[src/rtl/seq_scan_pkg.sv]
// Shared types and default parameters for the serial pattern scanner.
package seq_scan_pkg;

  localparam int unsigned DefDataW = 16;
  localparam int unsigned DefPatW  = 6;
  // The MSB is the first bit received.
  localparam logic [DefPatW-1:0] DefPattern = 6'b110011;

  typedef enum logic [1:0] {
    StIdle,
    StShift,
    StReport
  } state_e;

endpackage

[src/rtl/seq_match_core.sv]
// Overlapping sequence detector: keeps the recent bit history and how many valid bits it holds.
module seq_match_core import seq_scan_pkg::*; #(
  parameter int unsigned         PAT_W   = DefPatW,
  parameter logic [PAT_W-1:0]    PATTERN = DefPattern
) (
  input  logic clk,
  input  logic reset,
  input  logic bit_en,
  input  logic bit_in,
  input  logic clr,
  output logic hit
);

  localparam int unsigned CntW = $clog2(PAT_W + 1);

  logic [PAT_W-1:0] hist_q, hist_d, hist_shift;
  logic [CntW-1:0]  cnt_q, cnt_d, cnt_inc;

  // History after the incoming bit, with a saturating fill count.
  always_comb begin
    hist_shift = {hist_q[PAT_W-2:0], bit_in};
    cnt_inc    = (cnt_q == CntW'(PAT_W)) ? cnt_q : cnt_q + CntW'(1);
    hit        = bit_en && !clr && (hist_shift == PATTERN) && (cnt_inc >= CntW'(PAT_W));
    hist_d     = hist_q;
    cnt_d      = cnt_q;
    if (clr) begin
      hist_d = '0;
      cnt_d  = '0;
    end else if (bit_en) begin
      hist_d = hist_shift;
      cnt_d  = cnt_inc;
    end
  end

  // History state; never cleared on a match so detection overlaps.
  always_ff @(posedge clk or negedge reset) begin
    if (!reset) begin
      hist_q <= '0;
      cnt_q  <= '0;
    end else begin
      hist_q <= hist_d;
      cnt_q  <= cnt_d;
    end
  end

endmodule

[src/rtl/seq_scan_ctrl.sv]
// Accepts a word, serialises it LSB first into the detector, and reports the match count.
module seq_scan_ctrl import seq_scan_pkg::*; #(
  parameter int unsigned         DATA_W  = DefDataW,
  parameter int unsigned         PAT_W   = DefPatW,
  parameter logic [PAT_W-1:0]    PATTERN = DefPattern
) (
  input  logic              clk,
  input  logic              reset,
  input  logic              in_valid,
  output logic              in_ready,
  input  logic [DATA_W-1:0] in_data,
  input  logic              in_chain,
  output logic              out_valid,
  input  logic              out_ready,
  output logic [4:0]        out_count,
  output logic              ser_bit,
  output logic              match
);

  localparam int unsigned IdxW = $clog2(DATA_W);

  state_e            state_q, state_d;
  logic [IdxW-1:0]   idx_q, idx_d;
  logic [DATA_W-1:0] word_q, word_d;
  logic [4:0]        cnt_q, cnt_d;
  logic              match_q, match_d;
  logic              in_ready_q, in_ready_d;
  logic              out_valid_q, out_valid_d;
  logic              core_clr, core_en, core_bit, core_hit;

  seq_match_core #(
    .PAT_W   (PAT_W),
    .PATTERN (PATTERN)
  ) u_core (
    .clk    (clk),
    .reset  (reset),
    .bit_en (core_en),
    .bit_in (core_bit),
    .clr    (core_clr),
    .hit    (core_hit)
  );

  // Next-state logic for the IDLE -> SHIFT -> REPORT sequence.
  always_comb begin
    state_d     = state_q;
    idx_d       = idx_q;
    word_d      = word_q;
    cnt_d       = cnt_q;
    match_d     = 1'b0;
    in_ready_d  = in_ready_q;
    out_valid_d = 1'b0;
    core_clr    = 1'b0;
    core_en     = 1'b0;
    core_bit    = 1'b0;
    unique case (state_q)
      StIdle: begin
        in_ready_d = 1'b1;
        if (in_valid && in_ready_q) begin
          word_d     = in_data;
          idx_d      = '0;
          cnt_d      = '0;
          // Unchained words start with an empty history.
          core_clr   = !in_chain;
          in_ready_d = 1'b0;
          state_d    = StShift;
        end
      end
      StShift: begin
        core_en  = 1'b1;
        core_bit = word_q[idx_q];
        match_d  = core_hit;
        if (core_hit && (cnt_q != 5'(DATA_W))) begin
          cnt_d = cnt_q + 5'd1;
        end
        idx_d = idx_q + IdxW'(1);
        if (idx_q == IdxW'(DATA_W - 1)) begin
          state_d = StReport;
        end
      end
      StReport: begin
        // out_valid rises one cycle into REPORT and holds until consumed.
        out_valid_d = 1'b1;
        if (out_valid_q && out_ready) begin
          out_valid_d = 1'b0;
          in_ready_d  = 1'b1;
          state_d     = StIdle;
        end
      end
      default: state_d = StIdle;
    endcase
  end

  // Controller state and registered handshake/match outputs.
  always_ff @(posedge clk or negedge reset) begin
    if (!reset) begin
      state_q     <= StIdle;
      idx_q       <= '0;
      word_q      <= '0;
      cnt_q       <= '0;
      match_q     <= 1'b0;
      in_ready_q  <= 1'b0;
      out_valid_q <= 1'b0;
    end else begin
      state_q     <= state_d;
      idx_q       <= idx_d;
      word_q      <= word_d;
      cnt_q       <= cnt_d;
      match_q     <= match_d;
      in_ready_q  <= in_ready_d;
      out_valid_q <= out_valid_d;
    end
  end

  assign in_ready  = in_ready_q;
  assign out_valid = out_valid_q;
  assign out_count = cnt_q;
  assign match     = match_q;
  assign ser_bit   = core_bit;

endmodule

[config.mk]
export PLATFORM = sky130hd
export DESIGN_NAME = seq_scan_ctrl
export DESIGN_NICKNAME = d
export VERILOG_FILES = /design/src/rtl/seq_scan_pkg.sv /design/src/rtl/seq_match_core.sv /design/src/rtl/seq_scan_ctrl.sv
export SDC_FILE = /design/constraint.sdc
export NUM_CORES = 1
export LEC_CHECK = 0
export CAP_MARGIN = 20
export CELL_PAD_IN_SITES_DETAIL_PLACEMENT = 2
export CELL_PAD_IN_SITES_GLOBAL_PLACEMENT = 2
export CORE_MARGIN = 2
export CORE_UTILIZATION = 40
export CTS_BUF_LIST = sky130_fd_sc_hd__clkbuf_8
export CTS_CLUSTER_DIAMETER = 150
export CTS_CLUSTER_SIZE = 24
export DETAILED_ROUTE_END_ITERATION = 8
export DONT_BUFFER_PORTS = 1
export GPL_ROUTABILITY_DRIVEN = 0
export GPL_TIMING_DRIVEN = 0
export PLACE_DENSITY = 0.84
export SLEW_MARGIN = 10
export SYNTH_ARGS = -nofsm -noshare
export SYNTH_HDL_FRONTEND = slang
export SYNTH_SLANG_ARGS = --single-unit
[constraint.sdc]
create_clock -name clk -period 2.25 [get_ports clk]
set_input_delay 0.45 -clock clk [delete_from_list [all_inputs] [get_ports clk]]
set_output_delay 0.45 -clock clk [all_outputs]
set_load 0.01 [all_outputs]
==> metrics.txt, run 1 <==
number of input and output port buffers inserted 0; min Tclk post-route 2.455 ns; worst setup slack after layout -0.2053 ns; Power per Cell Area 1460 nW/um^2; Remaining Overflow, GRT 0; Detail Route Antenna Nets 0; area growth from synthesis to layout 12.78%; leading cell types by total area after synthesis dfrtp_1 (51%), nand2_1 (14%), mux4_2 (6.0%); number of global-route vias before repair 1730; WL/cell 19.90 microns; part of the Yosys area used for sequential elements 50.84%; maximum vdd ir drop 571.1 uV; clk_lat worst skew 0.30 ns; final antenna diode count 0; Reg power frac 39.1%; final instance count without filler cells 263; Sinks on Clock Net 38; CP Data Required Time 1.80 ns; aggregate global-route resource usage 23.04%; Die X 72.39 microns; violation count after the first detailed-route iteration 50; syn_nets 224; internal portion of total power 1.834 mW; flops & latches, synth 38; number of iterations in the first detailed-routing pass 2; top fanout value on the critical path 6; largest net degree at the start of global routing 39; number of H-tree levels 2; total leakage power 1.012 nW; instance count along the most critical hold path 2; share of Yosys cell area claimed by the top area cell type 50.84%; area of all placed cells without fillers 2110 sq um; number of fill cells 496; Clock transition at path regs 0.07 ns; clk buf depth 2; portion of total power attributed to the clock network 18.4%; total I/O pin count 30; Synth Warn # 0; clock tree from TritonCTS built; # placed instances 250; Arrival @ worst endpoint 2.01 ns; Placed Area 1936 sq um; max_cap viols 0; type of destination of the critical path output port; worst max-slew margin expressed relative to the limit 39.69%; sum of net half-perimeters after detailed placement 3.654 mm; NumNets Final 236; initial antenna violation count 0; die outline height 72.39 microns; Setup crit start kind register; total DRC errors in the routed layout 0; CTS Buf Count 5; routed wire length 5.235 mm; vias post-DR 1487; average footprint of a synthesized cell 9.447 sq um; Post-Syn Area 1871 sq um; result of the run finished with violations; combinational fraction of design power 42.5%; Achievable Freq 0.4073 GHz; final max-slew violation count 0; cell taking the most area after synthesis dfrtp_1; worst hold path class input pin to register; number of setup violations in the final report 1; effective utilization at floorplan 42.09%; final setup skew 0.005142 ns; type of the worst setup path register to output port; power spent charging and discharging nets 1.245 mW; violations in the final reports negative setup slack; cell at the root of the clock tree clkbuf_8; number of instances in the synthesized netlist 198; floorplan die area 5240 sq um; transition time at the pin with the least slew margin 0.8971 ns; FF-to-FF path depth 6; first-pass GRT wire length 8.859 mm; placement row count 24; final cycle utilization of the critical path 109.1%; Switching Fraction 40.45%; share of post-route cells with drive strength above 1 10.90%; total core area 4444 sq um; hold violation count in the final report 0; number of different library cells in the post-synthesis netlist 33; detailed-route vias per instance 5.654; setup repair after global routing missed its margin yes
cells by family (layout without fill, tap and decap cells):
family | count (synthesis) | count (layout) | share of synthesized area, %
DFF | 38 | 38 | 50.84
buffers and inverters | 13 | 26 | 3.210
xor gates and xnor gates | 2 | 2 | 0.9366
muxes | 7 | 7 | 7.090
and+or+nand+nor | 113 | 113 | 28.09
AOI/OAI and AO/OA | 20 | 20 | 6.488
adders and majority gates | 5 | 5 | 3.344
Yosys cell counts, drive strengths merged:
library cell / instances
nand4: 3
nand2b: 1
xor2: 1
a31o: 3
nand3: 12
mux2i: 2
and3b: 1
buf: 3
clkbuf: 6
and3: 2
a21o: 2
dfrtp: 38
nor2b: 1
nor3: 3
inv: 4
a21oi: 8
nand3b: 2
and4b: 1
nand4bb: 2
mux4: 5
nand2: 71
nor4: 1
xnor2: 1
a211oi: 2
nor2: 10
o21ai: 5
nor3b: 1
nor4bb: 2
ha: 5
area by class of cell:
class | count | area [sq um] | share of cell area [%]
Tap cell | 52 | 65.06 | 3.084
Sequential cell | 38 | 950.9 | 45.08
Buffer | 9 | 45.04 | 2.135
Timing Repair Buffer | 5 | 52.55 | 2.491
Clock inverter | 3 | 37.54 | 1.779
Clock buffer | 5 | 68.82 | 3.262
Inverter | 4 | 15.01 | 0.7117
Multi-Input combinational cell | 147 | 874.6 | 41.46
final timing paths:
path | from | end | slack, ns
worst max-delay path | idx_q[1]$_DFFE_PN0P_ | ser_bit | -0.21
worst min-delay path | in_data[7] | word_q[7]$_DFFE_PN0P_ | 0.26
worst max register to register | idx_q[1]$_DFFE_PN0P_ | out_count[3]$_DFFE_PN0P_ | 0.14
worst min register to register | word_q[11]$_DFFE_PN0P_ | word_q[11]$_DFFE_PN0P_ | 0.49
max in group asynchronous | reset | word_q[8]$_DFFE_PN0P_ | 1.44
min in group asynchronous | reset | idx_q[2]$_DFFE_PN0P_ | 0.61
stage by stage:
| stage | setup TNS (ns) | total power, mW | hold WS [ns] | utilization [%] | setup slack, ns |
|---|---|---|---|---|---|
| after floorplan | 0 | 2.018 | 0.1544 | - | 0.1206 |
| after global placement | -0.01852 | 2.237 | 0.1554 | 43.55 | -0.01852 |
| after detailed placement | -0.05799 | 2.376 | 0.1556 | 43.55 | -0.05799 |
| after CTS | -0.2314 | 3.115 | 0.2452 | 47.35 | -0.2314 |
| after global routing | -0.2847 | 3.334 | 0.2621 | 47.47 | -0.2847 |
| final | -0.2053 | 3.079 | 0.2575 | 47.47 | -0.2053 |
power by group through the flow:
stage | sequential (mW) | clock, mW | combinational (mW)
after floorplan | 1.12 | 0 | 0.897
after global placement | 1.17 | 0 | 1.07
after detailed placement | 1.21 | 0 | 1.17
after CTS | 1.20 | 0.586 | 1.33
after global routing | 1.24 | 0.607 | 1.48
final | 1.20 | 0.566 | 1.31
layer usage:
| metal | wire length, microns | vias up | global-route usage (%) |
|---|---|---|---|
| li1 | - | 695 | - |
| met1 | 2170 | 760 | 26.86 |
| met2 | 2796 | 27 | 40.77 |
| met3 | 182 | 5 | 5.972 |
| met4 | 86 | 0 | 8.436 |
| met5 | 0 | - | 0 |
timing repair:
item,4_1_cts,5_1_grt
endpoints found under the setup margin,1,6
setup buffers,4,0
hold buffers,2,0
pin swaps,1,0
endpoints found under the hold margin,38,0
gates resized for setup,2,2
state kept, by name (all words and copies together), names as in the netlist:
signal,count
u_core.hist_q,5
out_valid,1
u_core.cnt_q,3
state_q,2
in_ready,1
word_q,16
match,1
idx_q,4
out_count,5
layout by cell type (no fill, tap or decap), drive strengths merged:
cell and instances:
inv 6, nor3 3, nand2b 1, ha 5, clkbuf 11, xnor2 1
nor2b 1, buf 7, a31o 3, nor2 10, mux2i 2, nor4 1
nor4bb 2, dfrtp 38, and3b 1, a21oi 8, nand3b 2, o21ai 5
dlygate4sd3 1, bufinv 1, nand2 71, a21o 2, xor2 1, nand4 3
and3 2, nand4bb 2, nand3 12, mux4 5, nor3b 1, a211oi 2
and4b 1
worst max-delay path, cell delays in order (launching register included):
cell	delay [ns]
dfrtp_1	0.37
buf_6	0.15
mux4_2	0.50
mux4_2	0.53
nand2_2	0.10
inv_2	0.05
Power figures use the tool's default switching activity.
==> run 2: changes to the inputs <==
- SKIP_CTS_REPAIR_TIMING: default -> 1
==> run 2 against run 1 <==
  * The flow still finishes with violations (negative setup slack)
  * Critical path depth unchanged
  * Combinational power barely moved
  * Flip-flop and latch count unchanged
  * Die area stayed put
  * Utilization stayed put
  * Non-clock buffer count grew 1
  * Largest power group unchanged
  * Highest routed layer unchanged
==> metrics.txt, run 2 (synthesized netlist as in run 1, its figures left out) <==
area of all placed cells without fillers 2110 sq um (unchanged); number of global-route vias before repair 1703 (-1.6%); clk_lat worst skew 0.30 ns (about the same); Arrival @ worst endpoint 2.10 ns (+0.09 ns); type of the worst setup path register to output port; vias post-DR 1487 (unchanged); final max-slew violation count 0 (unchanged); Die X 72.39 microns (unchanged); total I/O pin count 30 (unchanged); Achievable Freq 0.3919 GHz (-3.8%); max_cap viols 0 (unchanged); total DRC errors in the routed layout 0 (unchanged); violations in the final reports negative setup slack; number of input and output port buffers inserted 0 (unchanged); number of iterations in the first detailed-routing pass 4 (+2); CP Data Required Time 1.80 ns (about the same); top fanout value on the critical path 7 (+1); total leakage power 1.017 nW (+0.48%); type of destination of the critical path output port; top library cells by usage in the layout, fill and taps aside nand2_1 (70), dfrtp_1 (38), nand3_1 (11); violation count after the first detailed-route iteration 35 (-30%); most frequent standard cell in the layout excluding fill and tap cells nand2_1; number of setup violations in the final report 1 (unchanged); initial antenna violation count 0 (unchanged); routed wire length 5.261 mm (+0.50%); utilization after layout 47.47% (unchanged); die outline height 72.39 microns (unchanged); NumNets Final 237 (+0.42%); maximum vdd ir drop 525.3 uV (-8.0%); register name with the most flops word_q; aggregate global-route resource usage 22.54% (-0.50 points); detailed-route vias per instance 5.633 (-0.38%); area growth from synthesis to layout 12.78% (unchanged); worst hold path class input pin to register; clk buf depth 2 (unchanged); sum of net half-perimeters after detailed placement 3.654 mm (unchanged); share of post-route cells with drive strength above 1 11.32% (+0.42 points); Placed Area 1936 sq um (unchanged); clock tree from TritonCTS built; Detail Route Antenna Nets 0 (unchanged); CTS Buf Count 5 (unchanged); worst setup slack after layout -0.3017 ns (-0.09642 ns); setup repair after global routing missed its margin yes; post-route setup TNS -0.3017 ns (-0.09642 ns); final setup skew 0.006254 ns (+0.001112 ns); cell at the root of the clock tree clkbuf_8; effective utilization at floorplan 42.09% (unchanged); largest net degree at the start of global routing 39 (unchanged); worst max-slew margin expressed relative to the limit 46.62% (+6.9 points); total core area 4444 sq um (unchanged); Power per Cell Area 1468 nW/um^2 (+0.55%); WL/cell 19.93 microns (+0.12%); Final Power 3.096 mW (+0.55%); floorplan die area 5240 sq um (unchanged); number of H-tree levels 2 (unchanged); Remaining Overflow, GRT 0 (unchanged); transition time at the pin with the least slew margin 0.7941 ns (-0.1030 ns); placement row count 24 (unchanged); final antenna diode count 0 (unchanged); Setup crit start kind register; min Tclk post-route 2.552 ns (+0.09642 ns); number of flip-flops in the largest register 16 (unchanged); Sinks on Clock Net 38 (unchanged); Clock transition at path regs 0.07 ns (about the same); final cycle utilization of the critical path 113.4% (+4.3 points); hold violation count in the final report 0 (unchanged); first-pass GRT wire length 8.645 mm (-2.4%); result of the run finished with violations
## run 2: changes by cell type in the layout (fill, tap and decap cells not counted)
cell     delta
buf_4       +1
nand3_2     +1
nand3_4     -1
## run 2: critical path, stage by stage, from the launching register on
cell and delay [ns]:
dfrtp_1 0.38, buf_6 0.15, mux4_2 0.51, mux4_2 0.60, nand2_2 0.12, inv_2 0.05
## run 2: per-layer routing
| metal | GRT usage (%) | part of all wire (%) | up-vias |
|---|---|---|---|
| met1 | 26.42 | 41 | 759 |
| met3 | 5.972 | 3.7 | 5 |
| met4 | 8.436 | 1.7 | 0 |
| met2 | 39.55 | 54 | 28 |
| li1 | - | - | 695 |
| met5 | 0 | 0 | - |
## run 2: layout make-up
class | count | area, sq um
flip-flops and latches | 38 | 950.9
inverters | 4 | 15.01
clock inverters | 3 | 37.54
plain buffers | 9 | 45.04
repair buffers | 6 | 60.06
fillers | 489 | 2335
clock buffers | 5 | 68.82
well taps | 52 | 65.06
multi-input cells | 147 | 867.1
## run 2: report_power, final
part           switching [mW]  total, mW  internal (mW)
sequential              0.250       1.20          0.954
clock                   0.243      0.565          0.323
combinational           0.747       1.33          0.581
total                    1.24       3.10           1.86
## run 2: per-stage QoR
step	hold slack (ns)	instances	setup WS [ns]
after global routing	0.2600	264	-0.3881
after CTS	-0.1810	258	-0.3944
final	0.2576	264	-0.3017
after detailed placement	0.1556	250	-0.05799
after floorplan	0.1544	198	0.1206
after global placement	0.1554	250	-0.01852
## run 2: worst paths after layout
kind,start,endpoint,slack (ns),cells after the start
worst max-delay path,idx_q[1]$_DFFE_PN0P_,ser_bit,-0.30,5
worst min-delay path,in_data[7],word_q[7]$_DFFE_PN0P_,0.26,2
worst max register to register,idx_q[1]$_DFFE_PN0P_,out_count[0]$_DFFE_PN0P_,0.08,6
worst min register to register,word_q[8]$_DFFE_PN0P_,word_q[8]$_DFFE_PN0P_,0.49,2
max in group asynchronous,reset,word_q[8]$_DFFE_PN0P_,1.43,2
min in group asynchronous,reset,idx_q[2]$_DFFE_PN0P_,0.62,2
==> run 3: changes to the inputs <==
- SKIP_CTS_REPAIR_TIMING: 1 -> default
==> results of run 3 <==
Same layout as run 1: the final DEF is identical, and so are final timing and power.
==> RTL edit, RTL diff (flow settings as in run 2) <==
`DefPatW`: 6 -> 8.
--- a/src/rtl/seq_scan_pkg.sv
+++ b/src/rtl/seq_scan_pkg.sv
@@ -3,5 +3,5 @@
 
   localparam int unsigned DefDataW = 16;
-  localparam int unsigned DefPatW  = 6;
+  localparam int unsigned DefPatW  = 8;
   // The MSB is the first bit received.
   localparam logic [DefPatW-1:0] DefPattern = 6'b110011;
Check against the original RTL: not equivalent (a bounded check fails within 10 cycles, from zero or initial values and one cycle with reset low).
==> RTL edit against run 2 <==
Clock skew decreased by 1.0 ps; sequential power increased by 7%; worst setup slack improved by 330 ps; sequential cell count increased by 3; synthesized area increased by 4.8%; wire length increased by 0.55%; total power increased by 8.0%; design area increased by 6.1%; critical path type unchanged; critical endpoint unchanged; largest cell class unchanged; highest routed layer unchanged.
==> RTL edit: results (changes against run 2) <==
metric	value	unit	change
yosys-top-cells-count	nand2_1, dfrtp_1, o21ai_1		
tightest_slew	730	ps	-64.4 ps
p_leak	0.00106	µW	+4.0%
p_sw	1310	µW	+5.4%
hpwlAfterDp	3790	µm	+3.7%
synth_xor_area_share	1.34	%	+0.40 points
fin_crit	2220	ps	-329 ps
synth_compound_area_share	8.74	%	+2.3 points
preCtsSetupSlack	118	ps	+176 ps
ys_seq_area_share	52.3	%	+1.5 points
regArea	1030	µm²	+7.9%
dr.pass1.iters	3		-1
multi_input_area_share	39.5	%	-1.6 points
fin_worst_skew	5.23	ps	-1.03 ps
routed_wl	5290	µm	+0.55%
grt_usage	21.7	%	-0.80 points
slowest_delay	530	ps	-70 ps
outcome	complete, no violations		
regToRegSetupSlack	160	ps	+80 ps
crit_arrival	1770	ps	-330 ps
syn_nets	229		+2.2%
num-nets-final	239		+0.84%
power_density	1500	nW/µm²	+1.9%
crit_start	idx_q[0]		
viasPerCell	5.34		-5.2%
r2r-end	out_count[4]		
hold_slack	259	ps	+1.39 ps
holdPathEnd	word_q[8]		
grt_pass1_vias	1712		+0.53%
ys_ff_latch	41		+7.9%
## RTL edit: cell count changes after synthesis, sizes merged, moves of 2 or more
cell,before,now
nand3,12,6
dfrtp,38,41
a21oi,8,2
a21o,2,5
a211oi,2,0
a31o,3,0
a22o,0,3
o21ai,5,15
## RTL edit: worst reg2reg max path, cell delays in order, from the launching register on
cell and delay (ps):
dfrtp_1 380, buf_6 150, mux4_2 540, mux4_2 540, nand4_4 150, nor3_1 80, a21o_1 160
## RTL edit: routing by layer
layer,track usage [%],wire length (µm),share of wire [%],up-vias
met2,38.1,2780,52,28
li1,-,-,-,702
met5,0,0,0,-
met4,9.29,75,1.4,0
met3,4.34,213,4.0,7
met1,26.0,2230,42,763
## RTL edit: cells by family after synthesis
| kind of cell | after synthesis |
|---|---|
| AND/OR/NAND/NOR | 104 |
| flip-flops | 41 |
| AO/OA/AOI/OAI | 28 |
| buffers and inverters | 14 |
| multiplexers | 8 |
| adder cells (fa/ha/maj) | 5 |
| XOR/XNOR | 3 |
